[config.mk]
export PLATFORM = sky130hd
export DESIGN_NAME = itcm_arbiter
export DESIGN_NICKNAME = d
export VERILOG_FILES = /design/src/rtl/itcm_pkg.sv /design/src/rtl/itcm_addr_chk.sv /design/src/rtl/itcm_arbiter.sv
export SDC_FILE = /design/constraint.sdc
export NUM_CORES = 1
export LEC_CHECK = 0
export CAP_MARGIN = 25
export CORE_AREA = 4 4 98 100
export DETAILED_ROUTE_END_ITERATION = 16
export DIE_AREA = 0 0 102 104
export GPL_ROUTABILITY_DRIVEN = 0
export PLACE_DENSITY = 0.71
export SKIP_CTS_REPAIR_TIMING = 1
export SLEW_MARGIN = 20
export SYNTH_ARGS = -nofsm -noshare
export SYNTH_HDL_FRONTEND = slang
export SYNTH_HIERARCHICAL = 1
export SYNTH_SLANG_ARGS = --single-unit
[constraint.sdc]
create_clock -name clk_i -period 2.3 [get_ports clk_i]
set_clock_uncertainty 0.05 [all_clocks]
set_input_delay 0.46 -clock clk_i [delete_from_list [all_inputs] [get_ports clk_i]]
set_output_delay 0.46 -clock clk_i [all_outputs]
set_load 0.02 [all_outputs]
[src/rtl/itcm_pkg.sv]
// Shared types and default geometry for the ITCM arbiter slice.
package itcm_pkg;

  typedef enum logic [1:0] {
    OWN_NONE  = 2'd0,
    OWN_FETCH = 2'd1,
    OWN_LOAD  = 2'd2
  } owner_e;

  localparam int          ITCM_AW         = 14;
  localparam logic [31:0] ITCM_BASE       = 32'h0000_0000;
  localparam int          ITCM_STARVE_MAX = 4;

  // rd marks a response that carries memory data back to the owner.
  typedef struct packed {
    owner_e own;
    logic   err;
    logic   rd;
  } rsp_t;

endpackage

[src/rtl/itcm_addr_chk.sv]
// Byte address -> ITCM word address plus window hit; offset arithmetic wraps at 32 bits.
module itcm_addr_chk #(
  parameter logic [31:0] BASE = 32'h0000_0000,
  parameter int          AW   = 14
) (
  input  logic [31:0]   addr_i,
  output logic          in_range_o,
  output logic [AW-1:0] word_addr_o
);

  logic [31:0] off;

  assign off = addr_i - BASE;
  // 33-bit compare so the window size cannot overflow for large AW.
  assign in_range_o  = {1'b0, off} < (33'd4 << AW);
  assign word_addr_o = off[AW+1:2];

endmodule

[src/rtl/itcm_arbiter.sv]
// Single-port ITCM shared by fetch (read-only) and loader (read/write); loader has
// priority unless fetch has been starved STARVE_MAX cycles. One-cycle response path.
module itcm_arbiter
  import itcm_pkg::*;
#(
  parameter int          AW         = ITCM_AW,
  parameter logic [31:0] BASE       = ITCM_BASE,
  parameter int          STARVE_MAX = ITCM_STARVE_MAX
) (
  input  logic          clk_i,
  input  logic          rst_ni,
  input  logic          f_req_i,
  input  logic [31:0]   f_addr_i,
  output logic          f_gnt_o,
  output logic          f_rvalid_o,
  output logic [31:0]   f_rdata_o,
  output logic          f_err_o,
  input  logic          l_req_i,
  input  logic          l_we_i,
  input  logic [3:0]    l_be_i,
  input  logic [31:0]   l_addr_i,
  input  logic [31:0]   l_wdata_i,
  output logic          l_gnt_o,
  output logic          l_rvalid_o,
  output logic [31:0]   l_rdata_o,
  output logic          l_err_o,
  output logic          m_en_o,
  output logic [3:0]    m_we_o,
  output logic [AW-1:0] m_addr_o,
  output logic [31:0]   m_wdata_o,
  input  logic [31:0]   m_rdata_i
);

  localparam int            SW   = $clog2(STARVE_MAX + 1);
  localparam logic [SW-1:0] SMAX = SW'(STARVE_MAX);

  logic [SW-1:0] starve_q, starve_d;
  rsp_t          rsp_q, rsp_d;
  logic          f_in, l_in, f_ok, f_force;
  logic [AW-1:0] f_word, l_word;

  itcm_addr_chk #(.BASE(BASE), .AW(AW)) u_chk_f (
    .addr_i(f_addr_i), .in_range_o(f_in), .word_addr_o(f_word)
  );

  itcm_addr_chk #(.BASE(BASE), .AW(AW)) u_chk_l (
    .addr_i(l_addr_i), .in_range_o(l_in), .word_addr_o(l_word)
  );

  assign f_ok    = f_in && (f_addr_i[1:0] == 2'b00);
  assign f_force = f_req_i && (starve_q == SMAX);

  // Grants are held low while in reset even if requests are already up.
  always_comb begin
    l_gnt_o   = rst_ni && l_req_i && !f_force;
    f_gnt_o   = rst_ni && f_req_i && !l_gnt_o;
    m_en_o    = 1'b0;
    m_we_o    = '0;
    m_addr_o  = '0;
    m_wdata_o = l_wdata_i;
    if (f_gnt_o && f_ok) begin
      m_en_o   = 1'b1;
      m_addr_o = f_word;
    end else if (l_gnt_o && l_in) begin
      m_en_o   = 1'b1;
      m_addr_o = l_word;
      m_we_o   = l_we_i ? l_be_i : 4'b0000;
    end
  end

  always_comb begin
    starve_d = '0;
    if (f_req_i && !f_gnt_o)
      starve_d = (starve_q == SMAX) ? starve_q : starve_q + 1'b1;
  end

  always_comb begin
    rsp_d     = '0;
    rsp_d.own = OWN_NONE;
    if (f_gnt_o) begin
      rsp_d.own = OWN_FETCH;
      rsp_d.err = !f_ok;
      rsp_d.rd  = f_ok;
    end else if (l_gnt_o) begin
      rsp_d.own = OWN_LOAD;
      rsp_d.err = !l_in;
      rsp_d.rd  = l_in && !l_we_i;
    end
  end

  always_ff @(posedge clk_i or negedge rst_ni) begin
    if (!rst_ni) begin
      starve_q  <= '0;
      rsp_q     <= '0;
      rsp_q.own <= OWN_NONE;
    end else begin
      starve_q  <= starve_d;
      rsp_q     <= rsp_d;
    end
  end

  assign f_rvalid_o = (rsp_q.own == OWN_FETCH);
  assign f_err_o    = f_rvalid_o && rsp_q.err;
  assign f_rdata_o  = (f_rvalid_o && rsp_q.rd) ? m_rdata_i : '0;
  assign l_rvalid_o = (rsp_q.own == OWN_LOAD);
  assign l_err_o    = l_rvalid_o && rsp_q.err;
  assign l_rdata_o  = (l_rvalid_o && rsp_q.rd) ? m_rdata_i : '0;

`ifndef SYNTHESIS
  a_f_hold: assert property (@(posedge clk_i) disable iff (!rst_ni)
    (f_req_i && !f_gnt_o) |=> (f_req_i && $stable(f_addr_i)));
  a_l_hold: assert property (@(posedge clk_i) disable iff (!rst_ni)
    (l_req_i && !l_gnt_o) |=> (l_req_i && $stable({l_we_i, l_be_i, l_addr_i, l_wdata_i})));
  a_one_gnt: assert property (@(posedge clk_i) !(f_gnt_o && l_gnt_o));
`endif

endmodule

# Word level (Yosys, flattened, before mapping)
# Index checks and enable logic that the tools add are counted.
word_totals:
  register_bits: 7
  in_bits: 137
  out_inout_bits: 121
  elab_cells: 45
classes:
  n_addsub: 1
  order_cmp: 2
  n_eq_ne: 4
  mux: 13
  n_reduce_logical: 21
ops:
  columns: ["op", "n"]
  rows:
  - ["$lt A32 B17 Y1 const B", 2]
  - ["$mux W32", 2]
  - ["$mux W14", 2]
  - ["$mux W4", 5]
  - ["$logic_and A1 B1 Y1", 14]
  - ["$logic_not A1 Y1", 6]
  - ["$mux W3", 2]
  - ["$add A3 B1 Y3 const B", 1]
  - ["$eq A3 B3 Y1 const B", 1]
  - ["$eq A2 B1 Y1 const B", 1]
  - ["$eq A2 B2 Y1 const B", 1]
  - ["$logic_not A2 Y1", 1]
  - ["$mux W1", 2]
  - ["$ne A2 B2 Y1 const B", 1]

# Longest topological paths before layout
depth:
  depth_word: 9
  depth_mapped: 6
  depth_no_buf: 5

# Cells and area by module
# The synthesis kept the hierarchy.
by_module_without_submodules:
  columns: ["mod", "instances", "cells_per_inst", "area_per_inst_um2"]
  rows:
  - ["itcm_arbiter", 1, 167, 1256.2]
  - ["itcm_addr_chk", 2, 19, 138.9]

# Least setup slack after synthesis
# No wires, ideal clock.
synth_timing:
  path_kind: "in2out"
  startpoint: "input f_addr_i[24]"
  endpoint: "output m_addr_o[0]"
  t_arrival_ps: 1936
  path_slack_ps: -146
  path_stages: 6
  n_path_buf: 1
  path_cell_list: "nor4_1 -> and4_1 -> or3b_4 -> a211oi_4 -> buf_6 -> a22o_2"
synth_between:
  elab_chain_cells: 4
synth_lines:
  columns: ["item", "line", "rtl"]
  rows:
  - ["from (decl)", "itcm_arbiter.sv:13", "input logic [31:0] f_addr_i,"]
  - ["$lt A32 B17 Y1", "itcm_addr_chk.sv:15", "assign in_range_o = {1'b0, off} < (33'd4 << AW);"]
  - ["via f_in", "itcm_arbiter.sv:39", "logic f_in, l_in, f_ok, f_force;"]
  - ["$logic_and A1 B1 Y1", "itcm_arbiter.sv:50", "assign f_ok = f_in && (f_addr_i[1:0] == 2'b00);"]
  - ["$logic_and A1 B1 Y1", "itcm_arbiter.sv:61", "if (f_gnt_o && f_ok) begin"]
  - ["$mux W14", "itcm_arbiter.sv:61", null]
  - ["to (decl)", "itcm_arbiter.sv:29", "output logic [AW-1:0] m_addr_o,"]
# The timed path passes the listed nets, and every way through them passes these cells.

# Final worst setup path
layout_timing:
  startpoint: "input f_addr_i[17]"
  endpoint: "output m_addr_o[8]"
# The elaborated chain is that of the path after synthesis.

==> metrics list <==
* Largest net degree at the start of global routing: 65
- Fraction of final layout cells with drive strength greater than 1: 26.3%
- In this run the worst path has a maximum fanout of 7.
- The final reports fail on negative setup slack.
* Number of warnings printed during yosys synthesis: 6
* Data arrival time of the worst path: between 2 and 2.5 ns
* Crit path launch type: input pin
- Count of filler cells inserted in the layout: 825
* Root buffer selected by CTS: sky130_fd_sc_hd__clkbuf_8
* Outcome: finished, violations left
* Synthesized netlist net count: between 300 and 400
* Metal-1 WL: approximately 2200 um
- Slack of the worst reg-to-reg path: 0.67 ns
- I/O pin count: 258
- Based on the critical path, the design can be clocked at up to around 0.37 GHz.
- Pre-CTS setup slack: -1.13 ns
* Wire length on met3: between 1000 and 1500 um
* Top cell type's share of synthesized area: 29.4%
- Headroom to the max-slew limit came out at between 70% and 80%.
* # port buffers: approximately 190
* Effective utilization at floorplan: 17.7%
- In the layout the commonest cells are sky130_fd_sc_hd__dlymetal6s2s_1 (78), sky130_fd_sc_hd__clkdlybuf4s50_1 (75), sky130_fd_sc_hd__and3_1 (69).
- Critical path's slowest cell: sky130_fd_sc_hd__or3b_4
- Average vias per placed instance: approximately 4.4
* Worst-margin pin slew: 0.326 ns
- Power spread over the standard cell area amounts to 159 nW/um^2.
- Worst-Skew Late Latency: 0.23 ns
- Data on the critical path is required at its endpoint by roughly 1.8 ns.
- RSZ-0062 raised after global routing: yes
- In this run, synthesis produced a sequential element count of 7.
* Vias: 2051
* Worst ir drop on vdd: 123 uV
* Nets@finish: around 490
* Wire length on met2: around 4000 um
- The initial antenna violation count came to 0.
- In this run the static leakage power is roughly 3 nW.
- Global routing used between 10% and 20% of the available tracks across all layers.
- The floorplan has 34 rows.
* N_diodes: 0
* Worst setup slack after layout: -0.420 ns
- The number of hold-slack violations in the final timing report came to 0.
* Worst hold path type: in2reg
- The routed design could run at a clock period as short as 2.72 ns.
- Signal routing reaches up to met4.
- Global route overflow: 0
* Post-route fraction of the period consumed by the critical path: 118%
- Final WL: ~7500 um
- Once placement completed, the tool counted placed cells totaling 449.
- Cell mode on critical path: sky130_fd_sc_hd__buf_6
* Number of buffers between clock root and the deepest sink: 2
* Peak per-stage delay on the critical path: roughly 0.4 ns
* Clock Sinks: 7
* 1st-iter DRT viols: between 40 and 50
- Vertical extent of the die: 104 um
- Synth Cell Area: ~1500 sq um
- By area the synthesized netlist is led by sky130_fd_sc_hd__buf_4 (29%), sky130_fd_sc_hd__and3_1 (29%), sky130_fd_sc_hd__dfrtp_1 (11%).
- Global-route wire length before repair: approximately 10000 um
* DRC errors left: 0
- Max-cap violations in this run came to 0.
* Vias in the first global route: ~2100
- Kind of critical path: in2out
- Once detail routing completed, the nets flagged for antenna violations numbered 0.
* Kind of end point of the critical path: output pin
* DRT Pass-1 Iters: 6
- Width of the die: 102 um
- In the final routed layout, each cell accounts on average for approximately 16 um.
- Traced cell by cell, the critical path runs through buf_6, nor4_4, and4_1, or3b_4, a211oi_4, clkbuf_16, a22o_4, buf_6.
* CTS H-tree lvls: 1
* Post-DP HPWL: 6110 um
* Yosys cell types: 25
- Setup violations, final: 15
- Of all cell types, the one taking the most synthesized area is sky130_fd_sc_hd__buf_4.
* Clock slew at reported path FFs: ~0.040 ns
- CTS tree: yes
- The cell count after synthesis came out at just over 200.
- Non-filler instance count after layout: 461
- Clock buffers created by TritonCTS: 3
* Die area: around 11000 sq um
- Syn Area/Cell: 7.48 sq um
* Area of the placeable core: roughly 8700 sq um
* Sequential cell area fraction in the yosys report: between 10% and 20%
- Most common library cell in the layout ignoring fill and taps: sky130_fd_sc_hd__dlymetal6s2s_1
* Synth-to-Final Area Change: 142%
- Final Slew Violations: 0
==> flip-flops by register name, summed over array words and instances, names as in the netlist <==
register	flops
starve_q	3
rsp_q	4
==> critical path, delay by kind of cell <==
family	cells	cell delay (ns)
and+or+nand+nor	3	0.85
AOI/OAI and AO/OA	2	0.46
buffers and inverters	3	0.44
==> per-layer routing <==
layer | track usage [%] | up-vias
met3 | 5.77 | 4
li1 | - | 966
met4 | 1.97 | 0
met1 | 9.53 | 917
met2 | 24.4 | 164
met5 | 0 | -
==> synth_stat cells <==
master,instances
sky130_fd_sc_hd__a21o_2,1
sky130_fd_sc_hd__xnor2_1,1
sky130_fd_sc_hd__or2_2,1
sky130_fd_sc_hd__and4_1,3
sky130_fd_sc_hd__a22o_2,9
sky130_fd_sc_hd__nand3b_1,1
sky130_fd_sc_hd__nand3_1,3
sky130_fd_sc_hd__nor2b_1,2
sky130_fd_sc_hd__a21oi_1,1
sky130_fd_sc_hd__ha_1,2
sky130_fd_sc_hd__buf_4,60
sky130_fd_sc_hd__a211oi_4,1
sky130_fd_sc_hd__clkbuf_1,15
sky130_fd_sc_hd__buf_6,1
sky130_fd_sc_hd__or3b_4,1
sky130_fd_sc_hd__inv_1,6
sky130_fd_sc_hd__nor4_1,8
sky130_fd_sc_hd__mux2_2,1
sky130_fd_sc_hd__a21o_1,1
sky130_fd_sc_hd__and3_1,70
sky130_fd_sc_hd__nand2_1,2
sky130_fd_sc_hd__dfrtp_1,7
sky130_fd_sc_hd__o2111a_1,1
sky130_fd_sc_hd__a22o_1,5
sky130_fd_sc_hd__and2_1,2
==> stage by stage <==
step                setup TNS, ns  hold slack (ns)  util, %  area [sq um]  total power, mW
floorplan                  -0.843            0.114        -          1600            0.301
global placement           -19.87            0.553     38.6          3350            0.421
detailed placement         -19.91            0.559     38.6          3350            0.426
CTS                        -19.92            0.559     39.2          3400            0.604
global route                -7.06            0.570     42.7          3710            0.626
finish                      -5.93            0.540     42.7          3710            0.590
==> where the power goes <==
group / internal [mW] / switching, mW / leakage (nW) / total, mW
Combinational: 0.188 / 0.0913 / 2.90 / 0.279
Sequential: 0.132 / 0.00496 / 0.0921 / 0.137
Clock: 0.120 / 0.0535 / 0.0228 / 0.173
Total: 0.440 / 0.150 / 3.02 / 0.590
==> cells by family after synthesis <==
group	share of synthesized area (%)
adders and majority gates	1.63
xor gates and xnor gates	0.571
AOI/OAI and AO/OA	12.2
buffers and inverters	35.2
muxes	0.734
DFF	11.4
and+or+nand+nor	38.3
==> final timing paths <==
kind | startpoint | to | cells past startpoint
worst min-delay path | f_req_i | rsp_q[1]$_DFF_PN0_ | 3
min in group asynchronous | rst_ni | rsp_q[2]$_DFF_PN0_ | 2
worst max-delay path | f_addr_i[17] | m_addr_o[8] | 8
max in group asynchronous | rst_ni | starve_q[1]$_DFFE_PN0P_ | 2
worst max register to register | starve_q[0]$_DFFE_PN0P_ | rsp_q[0]$_DFF_PN0_ | 7
worst min register to register | starve_q[2]$_DFFE_PN0P_ | starve_q[2]$_DFFE_PN0P_ | 1
==> final cells by class <==
| cell class | count | area, sq um | area share (%) |
|---|---|---|---|
| clock buffers | 4 | 45.0 | 1.21 |
| inverters | 6 | 22.5 | 0.607 |
| multi-input cells | 116 | 955 | 25.7 |
| flip-flops and latches | 7 | 175 | 4.72 |
| well taps | 108 | 135 | 3.64 |
| repair buffers | 220 | 2380 | 64.1 |
No activity file was read; power rests on OpenSTA's default activity.
